**src/rtl/axil_master_pkg.sv**
```systemverilog
// -----------------------------------------------------------------------------
// axil_master_pkg
// Shared types and constants for the AXI4-Lite register master.
//   wr_state_t / rd_state_t : write and read channel FSM states
//   RESP_*                  : AXI response codes
//   WSTRB_ALL, PROT_DEFAULT : fixed attributes driven on every transaction
// -----------------------------------------------------------------------------
package axil_master_pkg;

  typedef enum logic [1:0] {
    W_IDLE,
    W_ADDR,
    W_RESP
  } wr_state_t;

  typedef enum logic [1:0] {
    R_IDLE,
    R_ADDR,
    R_DATA
  } rd_state_t;

  localparam logic [1:0] RESP_OKAY   = 2'b00;
  localparam logic [1:0] RESP_EXOKAY = 2'b01;
  localparam logic [1:0] RESP_SLVERR = 2'b10;
  localparam logic [1:0] RESP_DECERR = 2'b11;

  localparam logic [3:0] WSTRB_ALL    = 4'hF;
  localparam logic [2:0] PROT_DEFAULT = 3'b000;

  // Anything other than OKAY is treated as a failed transaction.
  function automatic logic resp_is_err(input logic [1:0] resp);
    return resp != RESP_OKAY;
  endfunction

endpackage

```
**src/rtl/axil_master_wr.sv**
```systemverilog
// -----------------------------------------------------------------------------
// axil_master_wr
// Write channel of the AXI4-Lite register master: accepts a one-cycle request,
// drives AW and W together, lets each drop on its own handshake, then waits
// for B.
// Ports:
//   clk_in, areset          : clock, synchronous active-high reset
//   req, addr, data         : request pulse with (already truncated) address/data
//   ready                   : high while the channel is idle
//   m_axi_aw*/w*/b*         : AXI4-Lite AW, W and B channel signals
// -----------------------------------------------------------------------------
module axil_master_wr
  import axil_master_pkg::*;
#(
  parameter int ADDR_W = 32
) (
  input  logic              clk_in,
  input  logic              areset,
  input  logic              req,
  input  logic [ADDR_W-1:0] addr,
  input  logic [31:0]       data,
  output logic              ready,
  output logic [ADDR_W-1:0] m_axi_awaddr,
  output logic              m_axi_awvalid,
  input  logic              m_axi_awready,
  output logic [31:0]       m_axi_wdata,
  output logic              m_axi_wvalid,
  input  logic              m_axi_wready,
  input  logic              m_axi_bvalid,
  output logic              m_axi_bready
);

  wr_state_t state;

  // A channel counts as done once its valid is low or is being accepted now.
  logic aw_done, w_done;
  assign aw_done = !m_axi_awvalid || m_axi_awready;
  assign w_done  = !m_axi_wvalid  || m_axi_wready;

  always_ff @(posedge clk_in) begin
    if (areset) begin
      state         <= W_IDLE;
      ready         <= 1'b1;
      m_axi_awaddr  <= '0;
      m_axi_awvalid <= 1'b0;
      m_axi_wdata   <= '0;
      m_axi_wvalid  <= 1'b0;
      m_axi_bready  <= 1'b0;
    end else begin
      case (state)
        W_IDLE: begin
          if (req) begin
            m_axi_awaddr  <= addr;
            m_axi_wdata   <= data;
            m_axi_awvalid <= 1'b1;
            m_axi_wvalid  <= 1'b1;
            ready         <= 1'b0;
            state         <= W_ADDR;
          end
        end
        W_ADDR: begin
          if (m_axi_awvalid && m_axi_awready) m_axi_awvalid <= 1'b0;
          if (m_axi_wvalid && m_axi_wready)   m_axi_wvalid  <= 1'b0;
          if (aw_done && w_done) begin
            m_axi_bready <= 1'b1;
            state        <= W_RESP;
          end
        end
        W_RESP: begin
          if (m_axi_bvalid) begin
            m_axi_bready <= 1'b0;
            ready        <= 1'b1;
            state        <= W_IDLE;
          end
        end
        default: begin
          state <= W_IDLE;
        end
      endcase
    end
  end

endmodule

```
**src/rtl/axil_reg_master.sv**
```systemverilog
// -----------------------------------------------------------------------------
// axil_reg_master
// Single-beat AXI4-Lite master executing register reads/writes for the
// system-bus arbiter. Write and read channels run independently; completion
// is signalled by the channel's *_master_ready returning high.
// Ports:
//   clk_in, areset                          : clock, synchronous active-high reset
//   sys_write_req/addr/data, sys_write_master_ready : write request side
//   sys_read_req/addr, sys_read_data(_valid), sys_read_master_ready : read side
//   m_axi_*                                 : AXI4-Lite master bus
// Optional: define AXIL_MASTER_ERR_CAPTURE_EN to add err_flag / err_addr /
// err_resp, which record the first non-OKAY response seen.
// -----------------------------------------------------------------------------
module axil_reg_master
  import axil_master_pkg::*;
#(
  parameter int ADDR_W = 32
) (
  input  logic              clk_in,
  input  logic              areset,
  input  logic              sys_write_req,
  input  logic [63:0]       sys_write_addr,
  input  logic [31:0]       sys_write_data,
  output logic              sys_write_master_ready,
  input  logic              sys_read_req,
  input  logic [63:0]       sys_read_addr,
  output logic [31:0]       sys_read_data,
  output logic              sys_read_data_valid,
  output logic              sys_read_master_ready,
`ifdef AXIL_MASTER_ERR_CAPTURE_EN
  output logic              err_flag,
  output logic [ADDR_W-1:0] err_addr,
  output logic [1:0]        err_resp,
`endif
  output logic [ADDR_W-1:0] m_axi_awaddr,
  output logic [2:0]        m_axi_awprot,
  output logic              m_axi_awvalid,
  input  logic              m_axi_awready,
  output logic [31:0]       m_axi_wdata,
  output logic [3:0]        m_axi_wstrb,
  output logic              m_axi_wvalid,
  input  logic              m_axi_wready,
  input  logic [1:0]        m_axi_bresp,
  input  logic              m_axi_bvalid,
  output logic              m_axi_bready,
  output logic [ADDR_W-1:0] m_axi_araddr,
  output logic [2:0]        m_axi_arprot,
  output logic              m_axi_arvalid,
  input  logic              m_axi_arready,
  input  logic [31:0]       m_axi_rdata,
  input  logic [1:0]        m_axi_rresp,
  input  logic              m_axi_rvalid,
  output logic              m_axi_rready
);

  assign m_axi_awprot = PROT_DEFAULT;
  assign m_axi_arprot = PROT_DEFAULT;
  assign m_axi_wstrb  = WSTRB_ALL;

  // Upper address bits are dropped by design; response codes only matter
  // when error capture is built in.
  logic unused_ok;
  assign unused_ok = ^{sys_write_addr, sys_read_addr, m_axi_bresp, m_axi_rresp};

  axil_master_wr #(
    .ADDR_W(ADDR_W)
  ) u_wr (
    .clk_in       (clk_in),
    .areset       (areset),
    .req          (sys_write_req),
    .addr         (sys_write_addr[ADDR_W-1:0]),
    .data         (sys_write_data),
    .ready        (sys_write_master_ready),
    .m_axi_awaddr (m_axi_awaddr),
    .m_axi_awvalid(m_axi_awvalid),
    .m_axi_awready(m_axi_awready),
    .m_axi_wdata  (m_axi_wdata),
    .m_axi_wvalid (m_axi_wvalid),
    .m_axi_wready (m_axi_wready),
    .m_axi_bvalid (m_axi_bvalid),
    .m_axi_bready (m_axi_bready)
  );

  rd_state_t rd_state;

  always_ff @(posedge clk_in) begin
    if (areset) begin
      rd_state              <= R_IDLE;
      sys_read_master_ready <= 1'b1;
      sys_read_data         <= '0;
      sys_read_data_valid   <= 1'b0;
      m_axi_araddr          <= '0;
      m_axi_arvalid         <= 1'b0;
      m_axi_rready          <= 1'b0;
    end else begin
      sys_read_data_valid <= 1'b0;
      case (rd_state)
        R_IDLE: begin
          if (sys_read_req) begin
            m_axi_araddr          <= sys_read_addr[ADDR_W-1:0];
            m_axi_arvalid         <= 1'b1;
            sys_read_master_ready <= 1'b0;
            rd_state              <= R_ADDR;
          end
        end
        R_ADDR: begin
          if (m_axi_arready) begin
            m_axi_arvalid <= 1'b0;
            m_axi_rready  <= 1'b1;
            rd_state      <= R_DATA;
          end
        end
        R_DATA: begin
          if (m_axi_rvalid) begin
            m_axi_rready          <= 1'b0;
            sys_read_data         <= m_axi_rdata;
            sys_read_data_valid   <= 1'b1;
            sys_read_master_ready <= 1'b1;
            rd_state              <= R_IDLE;
          end
        end
        default: begin
          rd_state <= R_IDLE;
        end
      endcase
    end
  end

`ifdef AXIL_MASTER_ERR_CAPTURE_EN
  // The latched AW/AR addresses stay put until the next request, so they
  // still identify the transaction when its response arrives.
  logic wr_err, rd_err;
  assign wr_err = m_axi_bvalid && m_axi_bready && resp_is_err(m_axi_bresp);
  assign rd_err = m_axi_rvalid && m_axi_rready && resp_is_err(m_axi_rresp);

  always_ff @(posedge clk_in) begin
    if (areset) begin
      err_flag <= 1'b0;
      err_addr <= '0;
      err_resp <= RESP_OKAY;
    end else if (!err_flag) begin
      // Write error wins when both channels fail in the same cycle.
      if (wr_err) begin
        err_flag <= 1'b1;
        err_addr <= m_axi_awaddr;
        err_resp <= m_axi_bresp;
      end else if (rd_err) begin
        err_flag <= 1'b1;
        err_addr <= m_axi_araddr;
        err_resp <= m_axi_rresp;
      end
    end
  end
`endif

endmodule

```
**config.mk**
```make
export PLATFORM = sky130hd
export DESIGN_NAME = axil_reg_master
export DESIGN_NICKNAME = d
export VERILOG_FILES = /design/src/rtl/axil_master_pkg.sv /design/src/rtl/axil_master_wr.sv /design/src/rtl/axil_reg_master.sv
export SDC_FILE = /design/constraint.sdc
export NUM_CORES = 1
export LEC_CHECK = 0
export CAP_MARGIN = 20
export CORE_AREA = 3 3 137 139
export DETAILED_ROUTE_END_ITERATION = 10
export DIE_AREA = 0 0 140 142
export GPL_TIMING_DRIVEN = 0
export PLACE_DENSITY = 0.64
export SLEW_MARGIN = 30
export SYNTH_ARGS = -nofsm -noshare
export SYNTH_HDL_FRONTEND = slang
export SYNTH_SLANG_ARGS = --single-unit
```
**constraint.sdc**
```tcl
create_clock -name clk_in -period 2.1 [get_ports clk_in]
set_clock_uncertainty 0.05 [all_clocks]
set_input_delay 0.21 -clock clk_in [delete_from_list [all_inputs] [get_ports clk_in]]
set_output_delay 0.21 -clock clk_in [all_outputs]
set_load 0.005 [all_outputs]
```
==> results_dict.tcl, run 1 <==
set metrics [dict create \
    path_cells "clkdlybuf4s50_1" \
    fp.dieW_um 140 \
    yosysSeqAreaShare_pct 56.6 \
    synth_warnings 0 \
    cp-startpoint "u_wr.m_axi_wvalid" \
    rows 49 \
    initial_core_util_pct 27.8 \
    yosys.area.top_type "dfxtp_1" \
    cp_top_family "buffers and inverters" \
    fin_crit_ns 1.58 \
    placed_area_sq_um 7980 \
    reg2reg_slack_ns 0.63 \
    firstDrtPassIters 4 \
    cp_slowest_stage_delay_ns 0.55 \
    cp_data_arrival_time_ns 1.32 \
    cts_buffers 17 \
    grt_pass1_vias 4576 \
    core-area_sq_um 17800 \
    slew_violations 0 \
    dr_total_vias 4711 \
    fp.dieH_um 142 \
    final_common_cell "clkdlybuf4s50_1" \
    cp_max_fo 4 \
    via_per_inst 4.29 \
    die-area_sq_um 19900 \
    grtUsageTotal_pct 15.6 \
    clk_pin_slew_ns 0.06 \
    synth_top_area_share_pct 56.6 \
    p_sw_mw 1.70 \
    wl_mm 15.9 \
    synth_area_per_cell_sq_um 8.86 \
    gr-total-overflow 0 \
    critical_path_class "reg -> out" \
    utilization_pct 48.4 \
    dp_hpwl_mm 11.8 \
    endpoint "m_axi_wvalid" \
    total_power_mw 7.20 \
    antenna_found_initial 0 \
    design_area_sq_um 8600 \
    clockBufferDepth 2 \
    rsz0062_at_grt "no" \
    cellLeakagePower_nw 3.27 \
    status "finished clean" \
    max_freq_ghz 0.632 \
    cp_data_required_time_ns 1.84 \
    grt_max_degree 17 \
    cts_tree "done" \
    cts_setup_buffers 0 \
    clkPwrFrac_pct 43.9 \
    grt_pass1_wl_mm 24.8 \
    postCtsHoldBufs 0 \
    cp_num_cells 1 \
    syn_inst 559 \
    layout-drive-gt1-share_pct 8.51 \
    wl_met3_mm 1.05 \
    area_growth_pct 73.7 \
    p_per_area_nw_per_um2 837 \
    htreeDepth 4 \
    top_layer "met4" \
    period_share_pct 75.3 \
    place_inst 1067 \
    maxCapViolations 0 \
    synthTopCellsByArea "dfxtp_1, nand2_1, a21oi_1" \
    internal-power_mw 5.50 \
    cp-end-kind "output port" \
    ant_nets 0 \
    reg2reg_from "rd_state[1]" \
    syn-cell-area_sq_um 4950 \
    report.final.hold_viol_count 0 \
    setup_tns_ns 0 \
    p_seq_share_pct 40.4 \
    drt_iter0_markers 170 \
    fin_nets 1062 \
    wire_per_inst_um 14.4 \
    cts_root_buf "clkbuf_16" \
    drc 0 \
    antenna_cells 0 \
    ys_ff_latch 140 \
    io_pins 351 \
    setup_viol 0 \
    r2r_end "sys_read_data[29]" \
    path_buf_inv 1 \
    cts_resized 0 \
    power_frac_comb_pct 15.7 \
    gp_congestion 0.745 \
    slew_headroom_pct 61.2 \
    swShare_pct 23.6 \
    worstSkewPairLatency_ns 0.40 \
    clock-sinks 140 \
    hp-class "in -> reg" \
    m1WireLength_mm 6.84 \
    fin_cells 1099 \
    hold-path-cell-count 2 \
    cpMaxStageDelayCell "clkdlybuf4s50_1" \
    portBuffers 271 \
    yosys.cell_types.count 25 \
    layout_common_cells "clkdlybuf4s50_1, nand2_1, dfxtp_1" \
    ir_drop_uv 491 \
    worstMarginPinSlew_ns 0.581 \
    start_kind "flop" \
    rr_worst_depth 4 \
    route.met2.wl_mm 7.65 \
]
-- how the worst min path moves through the flow --
stage	start	endpoint	slack, ns
6_report	areset	rd_state[0]	0.11
4_1_cts	areset	rd_state[0]	0.08
3_3_place_gp	sys_read_master_ready	sys_read_master_ready	0.38
5_1_grt	areset	rd_state[0]	0.12
3_5_place_dp	sys_read_master_ready	sys_read_master_ready	0.39
2_1_floorplan	m_axi_awready	u_wr.m_axi_awvalid	0.27
-- cells in the mapped netlist --
cell type,n
nor2b_1,5
conb_1,2
nor3b_1,3
nand2b_1,3
a32oi_1,1
nor3_2,1
inv_1,2
nor3b_2,1
clkbuf_1,11
buf_4,20
or3b_1,2
nor2_1,7
a2111oi_0,3
o21ba_1,1
o21ai_0,3
a21oi_1,100
o32ai_1,1
nand2_1,196
buf_6,14
a31oi_1,2
a22o_1,32
nand3b_1,1
buf_2,7
nand3_1,1
dfxtp_1,140
-- power groups by stage --
stage | combinational (mW) | sequential (mW) | clock, mW
final | 1.13 | 2.91 | 3.16
after global routing | 1.24 | 2.93 | 3.37
after CTS | 1.15 | 2.91 | 3.26
after detailed placement | 1.15 | 2.97 | 0
after global placement | 1.15 | 2.96 | 0
after floorplan | 0.430 | 2.98 | 0
-- kinds of logic (layout without fill, tap and decap cells) --
group           count (synthesis)  in the layout  synth area share [%]
compound gates                143            143                  17.4
other cells                     2             10                 0.152
buf+inv                        54            357                  7.91
flops                         140            140                  56.6
simple gates                  220            220                  17.9
-- layout make-up --
class / count / area (sq um)
timing repair buffer: 271 / 2710
clock inverter: 14 / 193
sequential: 140 / 2800
clock buffer: 18 / 429
fill: 1692 / 9180
tap: 229 / 287
multi-input combinational: 373 / 1790
buffer: 52 / 384
inverter: 2 / 7.51
-- sequential cells by signal, indices dropped and copies added (netlist names), 2 cells and up --
signal / count
u_wr.m_axi_awaddr: 32
rd_state: 2
sys_read_data: 32
m_axi_araddr: 32
u_wr.m_axi_wdata: 32
u_wr.state: 2
-- worst register-to-register path: stages, from the launching register on --
cell     delay [ns]
dfxtp_1        0.43
nand2_1        0.16
nor3_2         0.35
buf_4          0.26
a22o_1         0.16
-- metrics by stage --
| step | setup WS [ns] | hold slack, ns |
|---|---|---|
| 2_1_floorplan | 0.760 | 0.273 |
| 3_3_place_gp | 0.311 | 0.381 |
| 3_5_place_dp | 0.293 | 0.390 |
| 4_1_cts | 0.493 | 0.0832 |
| 5_1_grt | 0.456 | 0.125 |
| 6_report | 0.518 | 0.111 |
-- metal layers --
layer	track usage, %	up-vias
met5	0	-
met4	5.56	0
met3	5.14	20
met2	25.9	153
met1	19.0	2103
li1	-	2435
(Power assumes the default switching activity.)
==> inputs of run 2 (changes only) <==
Settings changed: CORE_AREA 3 3 137 139 to 3 3 135 137, DIE_AREA 0 0 140 142 to 0 0 138 140, PLACE_DENSITY 0.64 to 0.68.
Clock period 2.1 ns to 1.3 ns, I/O delays scaled along.
==> run 2 against run 1 <==
  * The flow now finishes with violations (setup timing)
  * Sequential share of layout area shrank 3.7 points
  * Combinational power grew 120%
  * Die area shrank 2.8%
  * Via count grew 7.7%
  * Design area grew 13%
  * Worst setup slack lost 0.64 ns
  * Largest cell class unchanged
  * Highest routed layer unchanged
==> results_dict.tcl, run 2 (synthesis results as in run 1) <==
set metrics [dict create \
    cp_max_fo 5 \
    fin_cells 1127 \
    fin_crit_ns 1.42 \
    critical_path_class "reg -> reg" \
    rsz0062_at_grt "yes" \
    max_freq_ghz 0.702 \
    rows 48 \
    fp.dieH_um 140 \
    fin_nets 1094 \
    ir_drop_uv 826 \
    worstMarginPinSlew_ns 0.729 \
    cp_data_required_time_ns 1.52 \
    drt_iter0_markers 154 \
    path_cells "or3b_4 -> clkbuf_16 -> buf_8 -> nand2_2 -> a21oi_2" \
    endpoint "u_wr.m_axi_wdata[27]" \
    cp-startpoint "u_wr.state[1]" \
    setup_ws_ns -0.124 \
    total_power_mw 12.1 \
    grtUsageTotal_pct 17.1 \
    ant_nets 0 \
    rr_worst_depth 5 \
    dp_hpwl_mm 11.7 \
    cellLeakagePower_nw 4.42 \
    report.final.hold_viol_count 0 \
    reg2reg_from "u_wr.state[1]" \
    area_growth_pct 97.2 \
    p_per_area_nw_per_um2 1240 \
    r2r_end "u_wr.m_axi_wdata[27]" \
    layout_common_cells "clkdlybuf4s50_1, dlygate4sd2_1, dfxtp_1" \
    gr-total-overflow 0 \
    initial_core_util_pct 28.8 \
    cts_buffers 17 \
    cp_num_cells 5 \
    start_kind "flop" \
    htreeDepth 4 \
    antenna_cells 0 \
    io_pins 351 \
    clk_pin_slew_ns 0.06 \
    status "finished with violations" \
    maxCapViolations 0 \
    firstDrtPassIters 6 \
    n_fill_cell 1518 \
    fp.dieW_um 138 \
    clock-sinks 140 \
    multi_input_area_sq_um 2430 \
    violations "setup timing" \
    grt_pass1_vias 5001 \
    clockBufferDepth 2 \
    reg2reg_slack_ns -0.12 \
    grt_max_degree 17 \
    grt_pass1_wl_mm 26.7 \
    setup_viol 94 \
    cp_data_arrival_time_ns 1.64 \
    place_inst 1063 \
    postCtsHoldBufs 0 \
    drc 0 \
    gp_congestion 0.780 \
    via_per_inst 4.50 \
    cp-end-kind "flop" \
    cts_root_buf "clkbuf_16" \
    portBuffers 271 \
    core-area_sq_um 17200 \
    wire_per_inst_um 15.7 \
    dr_total_vias 5076 \
    cp_top_family "simple AND/OR/NAND/NOR gates" \
    cpMaxStageDelayCell "or3b_4" \
    slew_violations 0 \
    wl_mm 17.7 \
    slew_headroom_pct 51.4 \
    layout-drive-gt1-share_pct 28.7 \
    period_share_pct 110 \
    antenna_found_initial 0 \
    seqCellArea_sq_um 2820 \
    cp_slowest_stage_delay_ns 0.43 \
    worstSkewPairLatency_ns 0.41 \
    cts_tree "done" \
    hp-class "in -> reg" \
    path_buf_inv 2 \
    die-area_sq_um 19300 \
]
run 2: power by group:
part	internal (mW)	switching, mW	total (mW)	leakage, nW
logic	1.44	1.02	2.47	2.98
registers	4.56	0.193	4.76	1.15
clock network	3.02	1.90	4.91	0.297
total	9.02	3.11	12.1	4.42
run 2: what timing repair did:
| action | CTS | global route |
|---|---|---|
| gates cloned | 16 | 4 |
| endpoints found under the setup margin | 260 | 131 |
| resized for setup | 272 | 136 |
| setup buffers | 15 | 2 |
| pin swaps | 25 | 25 |
run 2: metrics by stage:
step	util (%)	cell area (sq um)	setup slack [ns]	hold slack [ns]	TNS, ns
5_1_grt	56.8	9760	-0.164	0.0623	-12.70
4_1_cts	53.8	9240	-0.185	0.00239	-11.01
6_report	56.8	9760	-0.124	0.0523	-8.67
2_1_floorplan	-	4990	-0.0211	0.193	-1.10
3_3_place_gp	46.5	7990	-0.411	0.380	-47.62
3_5_place_dp	46.5	7990	-0.457	0.387	-49.96
run 2: final cells by class:
type	instances	area share [%]
repair buffers	306	31.8
flip-flops and latches	140	28.9
inverters	2	0.0769
clock buffers	17	4.36
clock inverters	15	1.76
plain buffers	49	5.27
multi-input cells	373	24.9
well taps	225	2.88
run 2: routing by layer:
metal  GRT usage (%)  part of all wire (%)  up-vias
li1                -                     -     2510
met1            20.2                    42     2371
met2            28.9                    50      177
met3            6.18                   7.1       18
met4            6.08                   1.5        0
met5               0                     0        -
run 2: how the worst min path moves through the flow:
stage                     startpoint                     to  slack (ns)  cells after the start
5_1_grt                       areset            rd_state[0]        0.06                      2
6_report                      areset            rd_state[0]        0.05                      2
2_1_floorplan          m_axi_awready     u_wr.m_axi_awvalid        0.19                      1
3_3_place_gp   sys_read_master_ready  sys_read_master_ready        0.38                      2
4_1_cts                       areset            rd_state[0]       0.002                      2
3_5_place_dp   sys_read_master_ready  sys_read_master_ready        0.39                      2
